**config.mk**
```make
export PLATFORM = sky130hd
export DESIGN_NAME = operand_fwd_ctrl_flat
export DESIGN_NICKNAME = d
export VERILOG_FILES = /design/src/rtl/arm_pipe_pkg.sv /design/src/rtl/operand_fwd_ctrl_if.sv /design/src/rtl/fwd_src_sel.sv /design/src/rtl/operand_fwd_ctrl.sv /design/src/flat_wrapper.sv
export SDC_FILE = /design/constraint.sdc
export NUM_CORES = 1
export LEC_CHECK = 0
export ABC_AREA = 0
export CAP_MARGIN = 25
export CORE_MARGIN = 1
export CORE_UTILIZATION = 50
export CTS_CLUSTER_SIZE = 28
export DETAILED_ROUTE_END_ITERATION = 8
export PLACE_DENSITY = 0.9
export SLEW_MARGIN = 20
export SYNTH_ARGS = -nofsm -noshare
export SYNTH_HDL_FRONTEND = slang
export SYNTH_HIERARCHICAL = 1
export SYNTH_SLANG_ARGS = --single-unit
```
**constraint.sdc**
```tcl
create_clock -name clk_in -period 3.45 [get_ports clk_in]
set_input_delay 0.345 -clock clk_in [delete_from_list [all_inputs] [get_ports clk_in]]
set_output_delay 0.345 -clock clk_in [all_outputs]
set_load 0.02 [all_outputs]
```
**src/rtl/arm_pipe_pkg.sv**
```systemverilog
// Shared definitions for the EX-stage operand-forwarding logic.
//   SEL_*      : encoding of the 2-bit operand mux4 select
//   REG_ADDR_W : register-number width (r0..r15)
//   PC_REG     : register number that reads as PC and is never forwarded
//   fwd_entry_t: one tracked in-flight producer {valid, rd, is_load}
package arm_pipe_pkg;

  localparam int unsigned REG_ADDR_W = 4;

  localparam logic [REG_ADDR_W-1:0] PC_REG = 4'd15;

  localparam logic [1:0] SEL_REGFILE = 2'b00;
  localparam logic [1:0] SEL_EXMEM   = 2'b01;
  localparam logic [1:0] SEL_MEMWB   = 2'b10;
  localparam logic [1:0] SEL_PC      = 2'b11;

  typedef struct packed {
    logic                  valid;
    logic [REG_ADDR_W-1:0] rd;
    logic                  is_load;
  } fwd_entry_t;

endpackage

```
**src/rtl/operand_fwd_ctrl_if.sv**
```systemverilog
// Bundle between the ID stage and the forwarding controller.
//   ID-side inputs : id_valid_in, id_rn_in, id_rm_in, id_rn_used_in, id_rm_used_in,
//                    id_rd_in, id_wr_en_in, id_is_load_in, flush_in
//   Controller outs: sel_a_out, sel_b_out, ex_valid_out, stall_out
//   master = pipeline side driving ID info, slave = forwarding controller.
interface operand_fwd_ctrl_if;
  import arm_pipe_pkg::*;

  logic                  id_valid_in;
  logic [REG_ADDR_W-1:0] id_rn_in;
  logic [REG_ADDR_W-1:0] id_rm_in;
  logic                  id_rn_used_in;
  logic                  id_rm_used_in;
  logic [REG_ADDR_W-1:0] id_rd_in;
  logic                  id_wr_en_in;
  logic                  id_is_load_in;
  logic                  flush_in;
  logic [1:0]            sel_a_out;
  logic [1:0]            sel_b_out;
  logic                  ex_valid_out;
  logic                  stall_out;

  modport master (
    output id_valid_in, id_rn_in, id_rm_in, id_rn_used_in, id_rm_used_in,
           id_rd_in, id_wr_en_in, id_is_load_in, flush_in,
    input  sel_a_out, sel_b_out, ex_valid_out, stall_out
  );

  modport slave (
    input  id_valid_in, id_rn_in, id_rm_in, id_rn_used_in, id_rm_used_in,
           id_rd_in, id_wr_en_in, id_is_load_in, flush_in,
    output sel_a_out, sel_b_out, ex_valid_out, stall_out
  );

endinterface

```
**src/rtl/fwd_src_sel.sv**
```systemverilog
// Combinational forwarding select for one source operand.
//   used_i : operand is read from the register file
//   src_i  : source register number
//   ex_i   : producer currently in EX (youngest)
//   mem_i  : producer currently in MEM
//   sel_o  : operand mux select (regfile / EX-MEM / MEM-WB / PC)
module fwd_src_sel
  import arm_pipe_pkg::*;
(
  input  logic                  used_i,
  input  logic [REG_ADDR_W-1:0] src_i,
  input  fwd_entry_t            ex_i,
  input  fwd_entry_t            mem_i,
  output logic [1:0]            sel_o
);

  // Youngest producer wins: EX is checked before MEM.
  always_comb begin
    sel_o = SEL_REGFILE;
    if (!used_i)                              sel_o = SEL_REGFILE;
    else if (src_i == PC_REG)                 sel_o = SEL_PC;
    else if (ex_i.valid  && ex_i.rd  == src_i) sel_o = SEL_EXMEM;
    else if (mem_i.valid && mem_i.rd == src_i) sel_o = SEL_MEMWB;
    else                                      sel_o = SEL_REGFILE;
  end

endmodule

```
**src/rtl/operand_fwd_ctrl.sv**
```systemverilog
// Operand-forwarding controller for the EX stage.
// Tracks the destination of the instructions in EX and MEM, compares them with
// the ID sources and registers the operand-A (Rn) / operand-B (Rm) mux selects
// into EX. Raises a one-cycle load-use stall when a load in EX feeds ID.
//   clk_in   : pipeline clock, rising edge
//   rst_n_in : asynchronous active-low reset
//   fwd_if   : ID-stage info in, selects / ex_valid / stall out (slave side)
module operand_fwd_ctrl
  import arm_pipe_pkg::*;
(
  input  logic                     clk_in,
  input  logic                     rst_n_in,
  operand_fwd_ctrl_if.slave        fwd_if
);

  fwd_entry_t ex_q, ex_d;
  fwd_entry_t mem_q, mem_d;
  logic [1:0] sel_a_q, sel_a_d;
  logic [1:0] sel_b_q, sel_b_d;
  logic       ex_valid_q, ex_valid_d;
  logic [1:0] sel_a_c, sel_b_c;
  logic       stall_c;
  logic       issue_c;

  fwd_src_sel u_sel_a (
    .used_i (fwd_if.id_rn_used_in),
    .src_i  (fwd_if.id_rn_in),
    .ex_i   (ex_q),
    .mem_i  (mem_q),
    .sel_o  (sel_a_c)
  );

  fwd_src_sel u_sel_b (
    .used_i (fwd_if.id_rm_used_in),
    .src_i  (fwd_if.id_rm_in),
    .ex_i   (ex_q),
    .mem_i  (mem_q),
    .sel_o  (sel_b_c)
  );

  // Flush masks the stall: the ID instruction is being killed anyway.
  always_comb begin
    stall_c = fwd_if.id_valid_in && !fwd_if.flush_in && ex_q.valid && ex_q.is_load &&
              ((fwd_if.id_rn_used_in && (fwd_if.id_rn_in == ex_q.rd)) ||
               (fwd_if.id_rm_used_in && (fwd_if.id_rm_in == ex_q.rd)));
    issue_c = fwd_if.id_valid_in && !fwd_if.flush_in && !stall_c;
  end

  always_comb begin
    ex_d       = '0;
    ex_valid_d = 1'b0;
    sel_a_d    = SEL_REGFILE;
    sel_b_d    = SEL_REGFILE;
    mem_d      = ex_q;
    if (issue_c) begin
      // A PC write is a real instruction but never a forwarding source.
      ex_d.valid   = fwd_if.id_wr_en_in && (fwd_if.id_rd_in != PC_REG);
      ex_d.rd      = fwd_if.id_rd_in;
      ex_d.is_load = fwd_if.id_is_load_in;
      ex_valid_d   = 1'b1;
      sel_a_d      = sel_a_c;
      sel_b_d      = sel_b_c;
    end
  end

  always_ff @(posedge clk_in or negedge rst_n_in) begin
    if (!rst_n_in) begin
      ex_q       <= '0;
      mem_q      <= '0;
      sel_a_q    <= SEL_REGFILE;
      sel_b_q    <= SEL_REGFILE;
      ex_valid_q <= 1'b0;
    end else begin
      ex_q       <= ex_d;
      mem_q      <= mem_d;
      sel_a_q    <= sel_a_d;
      sel_b_q    <= sel_b_d;
      ex_valid_q <= ex_valid_d;
    end
  end

  assign fwd_if.sel_a_out    = sel_a_q;
  assign fwd_if.sel_b_out    = sel_b_q;
  assign fwd_if.ex_valid_out = ex_valid_q;
  assign fwd_if.stall_out    = stall_c;

endmodule

```
**src/flat_wrapper.sv**
```systemverilog
// flat-port wrapper written by rule: the top's interface ports become plain ports
module operand_fwd_ctrl_flat import arm_pipe_pkg::*;
  (clk_in, rst_n_in, fwd_if_id_valid_in, fwd_if_id_rn_in, fwd_if_id_rm_in, fwd_if_id_rn_used_in, fwd_if_id_rm_used_in, fwd_if_id_rd_in, fwd_if_id_wr_en_in, fwd_if_id_is_load_in, fwd_if_flush_in, fwd_if_sel_a_out, fwd_if_sel_b_out, fwd_if_ex_valid_out, fwd_if_stall_out);
  operand_fwd_ctrl_if fwd_if_i ();
  input  logic clk_in;
  input  logic rst_n_in;
  input wire logic [$bits(fwd_if_i.id_valid_in)-1:0] fwd_if_id_valid_in;
  input wire logic [$bits(fwd_if_i.id_rn_in)-1:0] fwd_if_id_rn_in;
  input wire logic [$bits(fwd_if_i.id_rm_in)-1:0] fwd_if_id_rm_in;
  input wire logic [$bits(fwd_if_i.id_rn_used_in)-1:0] fwd_if_id_rn_used_in;
  input wire logic [$bits(fwd_if_i.id_rm_used_in)-1:0] fwd_if_id_rm_used_in;
  input wire logic [$bits(fwd_if_i.id_rd_in)-1:0] fwd_if_id_rd_in;
  input wire logic [$bits(fwd_if_i.id_wr_en_in)-1:0] fwd_if_id_wr_en_in;
  input wire logic [$bits(fwd_if_i.id_is_load_in)-1:0] fwd_if_id_is_load_in;
  input wire logic [$bits(fwd_if_i.flush_in)-1:0] fwd_if_flush_in;
  output wire logic [$bits(fwd_if_i.sel_a_out)-1:0] fwd_if_sel_a_out;
  output wire logic [$bits(fwd_if_i.sel_b_out)-1:0] fwd_if_sel_b_out;
  output wire logic [$bits(fwd_if_i.ex_valid_out)-1:0] fwd_if_ex_valid_out;
  output wire logic [$bits(fwd_if_i.stall_out)-1:0] fwd_if_stall_out;
  assign fwd_if_i.id_valid_in = fwd_if_id_valid_in;
  assign fwd_if_i.id_rn_in = fwd_if_id_rn_in;
  assign fwd_if_i.id_rm_in = fwd_if_id_rm_in;
  assign fwd_if_i.id_rn_used_in = fwd_if_id_rn_used_in;
  assign fwd_if_i.id_rm_used_in = fwd_if_id_rm_used_in;
  assign fwd_if_i.id_rd_in = fwd_if_id_rd_in;
  assign fwd_if_i.id_wr_en_in = fwd_if_id_wr_en_in;
  assign fwd_if_i.id_is_load_in = fwd_if_id_is_load_in;
  assign fwd_if_i.flush_in = fwd_if_flush_in;
  assign fwd_if_sel_a_out = fwd_if_i.sel_a_out;
  assign fwd_if_sel_b_out = fwd_if_i.sel_b_out;
  assign fwd_if_ex_valid_out = fwd_if_i.ex_valid_out;
  assign fwd_if_stall_out = fwd_if_i.stall_out;
  operand_fwd_ctrl u_core (.clk_in(clk_in), .rst_n_in(rst_n_in), .fwd_if(fwd_if_i));
endmodule
```
==> results of run 1 <==
registers in the layout, indices dropped and copies added (netlist names):
register	count
u_core/ex_q	6
u_core/fwd_if.ex_valid_out	1
u_core/fwd_if.sel_a_out	2
u_core/fwd_if.sel_b_out	2
u_core/mem_q	5
worst max-delay path: stages:
cell and delay (ns):
clkdlybuf4s50_1 0.61, xnor2_1 0.16, nand3_1 0.14, nor3_1 0.22, a21o_1 0.14, clkdlybuf4s50_1 0.59
metal layers:
layer / vias up / part of all wire / track usage
met3: 6 / 0.052 / 0.05200
met4: 0 / 0.019 / 0.1455
met1: 386 / 0.40 / 0.2644
li1: 359 / - / -
met2: 32 / 0.52 / 0.3913
met5: - / 0 / 0
layout make-up:
cell class	instances	share of cell area
Multi-Input combinational cell	62	0.3973
Sequential cell	16	0.3285
Timing Repair Buffer	26	0.2115
Tap cell	25	0.02567
Clock buffer	3	0.01848
Inverter	6	0.01848
how the worst max path moves through the flow:
stage                       end  slack (ns)  cells past startpoint
3_5_place_dp   fwd_if_stall_out        0.92                      6
6_report       fwd_if_stall_out        0.90                      6
2_1_floorplan  fwd_if_stall_out        1.89                      5
3_3_place_gp   fwd_if_stall_out        0.95                      7
4_1_cts        fwd_if_stall_out        0.91                      7
5_1_grt        fwd_if_stall_out        0.79                      7
stage by stage:
step	power [uW]	hold slack, ns	utilization	worst slack [ns]
floorplan	234.2	0.04941	-	1.894
global placement	270.2	0.4832	0.6928	0.9522
detailed placement	273.9	0.4922	0.6928	0.9169
CTS	367.6	0.4891	0.7058	0.9124
global route	383.6	0.5262	0.7058	0.7944
finish	365.4	0.4750	0.7058	0.8992
power breakdown:
group	internal, uW	switching [uW]	total, uW
combinational	38.7	31.6	70.3
clock	40.5	54.3	94.8
sequential	193	7.07	200
cell usage in the layout, fill, tap and decap left out:
cell type        count
clkdlybuf4s50_1     25
dfrtp_1             16
xnor2_1              9
xor2_1               9
nor3b_1              9
nand4_1              5
nand3_1              4
inv_2                4
clkbuf_4             3
nor2b_1              3
nor3_1               2
nor2_1               2
nand2b_1             2
or2b_1               2
o2111ai_1            2
a221o_1              2
or3_4                2
inv_1                2
a21oi_2              2
nor4_1               2
o2bb2ai_2            2
a21o_1               1
o31ai_2              1
nand2_1              1
buf_4                1
==> impl_metrics.ini, run 1 <==
[clock_tree]
clk_latency_ns = 0.28
cts_max_path_buffers = 2
cts_hold_buf = 0
htree_num_levels = 1
cts_tree = done
cts_root_buf = clkbuf_4
path_clk_slew_ns = 0.08
cts_resized = 0
cts_buffers = 3
cts_setup_buffers = 0
clock-sinks = 16

[route]
via_per_inst = 5.674
drc = 0
wl_per_cell_um = 14.78
routed_wl_um = 2039
dr.pass1.iters = 4
ant_nets = 0
drt_iter0_drc = 12
via_count = 783

[sta]
skew_ns = 0.0007266
fin_tns_setup_ns = 0
maxSlewViolCount = 0
hold_violations = 0
finalCritPeriodShare = 0.7394
min_period_ns = 2.551
relSlewSlack = 0.4350
worst_pin_slew_ns = 0.8425
setup_violations = 0
fmax_mhz = 392.0
grt_setup_unrepaired = false

[setup_path]
r2r-start = u_core/ex_q[4]$_DFF_PN0_
rr_worst_depth = 4
critPathLaunchType = input pin
critical_path.max_fanout = 5
cp.required_ns = 3.11
cp-startpoint = fwd_if_id_rm_in[3]
arrival_ns = 2.21
r2r_end = u_core/ex_q[4]$_DFF_PN0_
crit_type = in -> out
r2r_slack_ns = 1.57
critPathCaptureType = output port

[place]
io_buffers = 25
placed_area_mm2 = 0.001196
gp_congestion = 0.8245
dp_hpwl_um = 1575
placed_cells = 135

[pwr]
static-leakage-power_uw = 0.0004959
irDropWorstVdd_mv = 0.1983
power_density_mw_per_mm2 = 299.8

[global_routing]
grt_overflow = 0
grt_antenna_before_repair = 0
grt_max_degree = 17
grt_pass1_vias = 762
grt_pass1_wl_um = 3256
grtUsageTotal = 0.2319

[final_layout]
fillers = 135
stdcell_area_mm2 = 0.001219
area_growth_pct = 31.98
final_nets = 135
multi_input_area_um2 = 484.2
antennaDiodeCount = 0
regArea_um2 = 400.4
final_cells = 138
layout-drive-gt1-share = 0.1327

[floorplanning]
start_util = 0.5348
core_area_mm2 = 0.001727
io_pins = 26
die_h_um = 44.98
rows = 15
die-area_mm2 = 0.002023
die_w_um = 44.98

[min_path]
hold_path_class = in -> async

[synthesis]
synth.cell_area_um2 = 923.4
ys.warnings.count = 6
syn-num-nets = 106
syn_avg_cell_area_um2 = 10.74
synth_cells = 86

[status]
status = complete, no violations

[flow_run]
maxCapViolations = 0
No activity file was read; power rests on OpenSTA's default activity.
==> inputs of run 2 (changes only) <==
Settings changed: CORE_UTILIZATION 50 to 47, PLACE_DENSITY 0.9 to 0.85.
Clock period 3.45 ns to 2.6 ns, I/O delays scaled along.
==> impl_metrics.ini, run 2 (same netlist as run 1, synthesis figures left out) <==
[status]
status = complete, no violations

[setup_path]
cp.required_ns = 2.34
arrival_ns = 2.14
critPathCaptureType = output port
r2r-start = u_core/ex_q[2]$_DFF_PN0_
cpLargestDelayFamily = buffers and inverters
rr_worst_depth = 5
crit_chain = clkdlybuf4s50_1, xnor2_1, nand3_1, nor3_1, a21o_1, clkdlybuf4s50_1
critPathLaunchType = input pin
crit_type = in -> out
critPathMaxStageDelay_ns = 0.60
critical_path.max_fanout = 5
r2r_end = u_core/fwd_if.sel_b_out[0]$_DFF_PN0_
cpMostUsedCell = clkdlybuf4s50_1
slowest_stage = clkdlybuf4s50_1
r2r_slack_ns = 0.98
critPathBufInv = 2

[clock_tree]
htree_num_levels = 1
cts_resized = 0
clk_latency_ns = 0.28
clock-sinks = 16
cts_tree = done
cts_setup_buffers = 0
cts_hold_buf = 0
cts_buffers = 3
cts_max_path_buffers = 2
path_clk_slew_ns = 0.10
cts_root_buf = clkbuf_4

[final_layout]
final_nets = 136
layout-drive-gt1-share = 0.1478
stdcell_area_mm2 = 0.001240
area_growth_pct = 34.28
layout_common_cells = clkdlybuf4s50_1, dfrtp_1, xnor2_1, xor2_1, nor3b_1
fin_util = 0.6954
antennaDiodeCount = 0
layout_commonest_cell = clkdlybuf4s50_1
final_cells = 140
largest_reg_flops = 6
top_register = u_core/ex_q
largestRegisters = u_core/ex_q (6), u_core/mem_q (5)

[sta]
fin_tns_setup_ns = 0
relSlewSlack = 0.5402
maxSlewViolCount = 0
finalCritPeriodShare = 0.9218
min_period_ns = 2.397
grt_setup_unrepaired = false
setup_violations = 0
fmax_mhz = 417.2
skew_ns = 0.005876
hold_violations = 0
worst_pin_slew_ns = 0.6876

[floorplanning]
die_h_um = 46.33
die_w_um = 46.33
die-area_mm2 = 0.002146
rows = 15
core_area_mm2 = 0.001783
start_util = 0.5179
io_pins = 26

[place]
io_buffers = 25
placed_cells = 136
placed_area_mm2 = 0.001204
gp_congestion = 0.8085
dp_hpwl_um = 1745

[pwr]
power_density_mw_per_mm2 = 420.1
irDropWorstVdd_mv = 0.3272
total_power_uw = 521.0
static-leakage-power_uw = 0.0005076

[route]
drt_iter0_drc = 18
ant_nets = 0
drc = 0
routed_wl_um = 2147
via_count = 743
via_per_inst = 5.307
wl_per_cell_um = 15.34
dr.pass1.iters = 4

[global_routing]
grtUsageTotal = 0.2367
grt_pass1_wl_um = 3532
grt_max_degree = 17
grt_pass1_vias = 793
grt_overflow = 0
grt_antenna_before_repair = 0

[min_path]
hold_path_class = in -> async

[flow_run]
maxCapViolations = 0
[run 2: cell count changes in the layout (fill, tap and decap cells not counted), sizes merged]
cell,previous run,this run
clkbuf,3,4
buf,1,2
[run 2: layout make-up]
type	instances	area (um2)
flip-flops and latches	16	400.4
fillers	143	543.0
inverters	6	22.52
well taps	25	31.28
multi-input cells	62	484.2
clock buffers	4	36.28
repair buffers	27	265.3
[run 2: per-stage QoR]
| stage | hold WS (ns) | setup WS, ns |
|---|---|---|
| 2_1_floorplan | -0.03559 | 1.100 |
| 3_3_place_gp | 0.4714 | 0.3017 |
| 3_5_place_dp | 0.4803 | 0.2215 |
| 4_1_cts | 0.4120 | 0.2080 |
| 5_1_grt | 0.4427 | 0.1290 |
| 6_report | 0.3870 | 0.2033 |
[run 2: per-layer routing]
metal  track usage  vias to the layer above  wire (um)
met5             0                        -          0
met3       0.01569                        0         49
li1              -                      363          -
met2        0.4361                       17       1203
met4       0.07059                        0          0
met1        0.2893                      363        894
[run 2: where the power goes]
| part | internal, uW | switching [uW] |
|---|---|---|
| Combinational | 52.3 | 42.4 |
| Clock | 85.1 | 75.2 |
| Sequential | 256 | 9.67 |
| Total | 394 | 127 |
[run 2: how the worst max path moves through the flow]
stage / slack [ns] / end / cells after the start / from
after floorplan: 1.10 / u_core/fwd_if.sel_a_out[1]$_DFF_PN0_ / 5 / u_core/ex_q[2]$_DFF_PN0_
after global placement: 0.30 / fwd_if_stall_out / 6 / fwd_if_id_rm_in[0]
after detailed placement: 0.22 / fwd_if_stall_out / 6 / fwd_if_id_rm_in[3]
after CTS: 0.21 / fwd_if_stall_out / 6 / fwd_if_id_rm_in[3]
after global routing: 0.13 / fwd_if_stall_out / 6 / fwd_if_id_rm_in[3]
final: 0.20 / fwd_if_stall_out / 6 / fwd_if_id_rm_in[3]
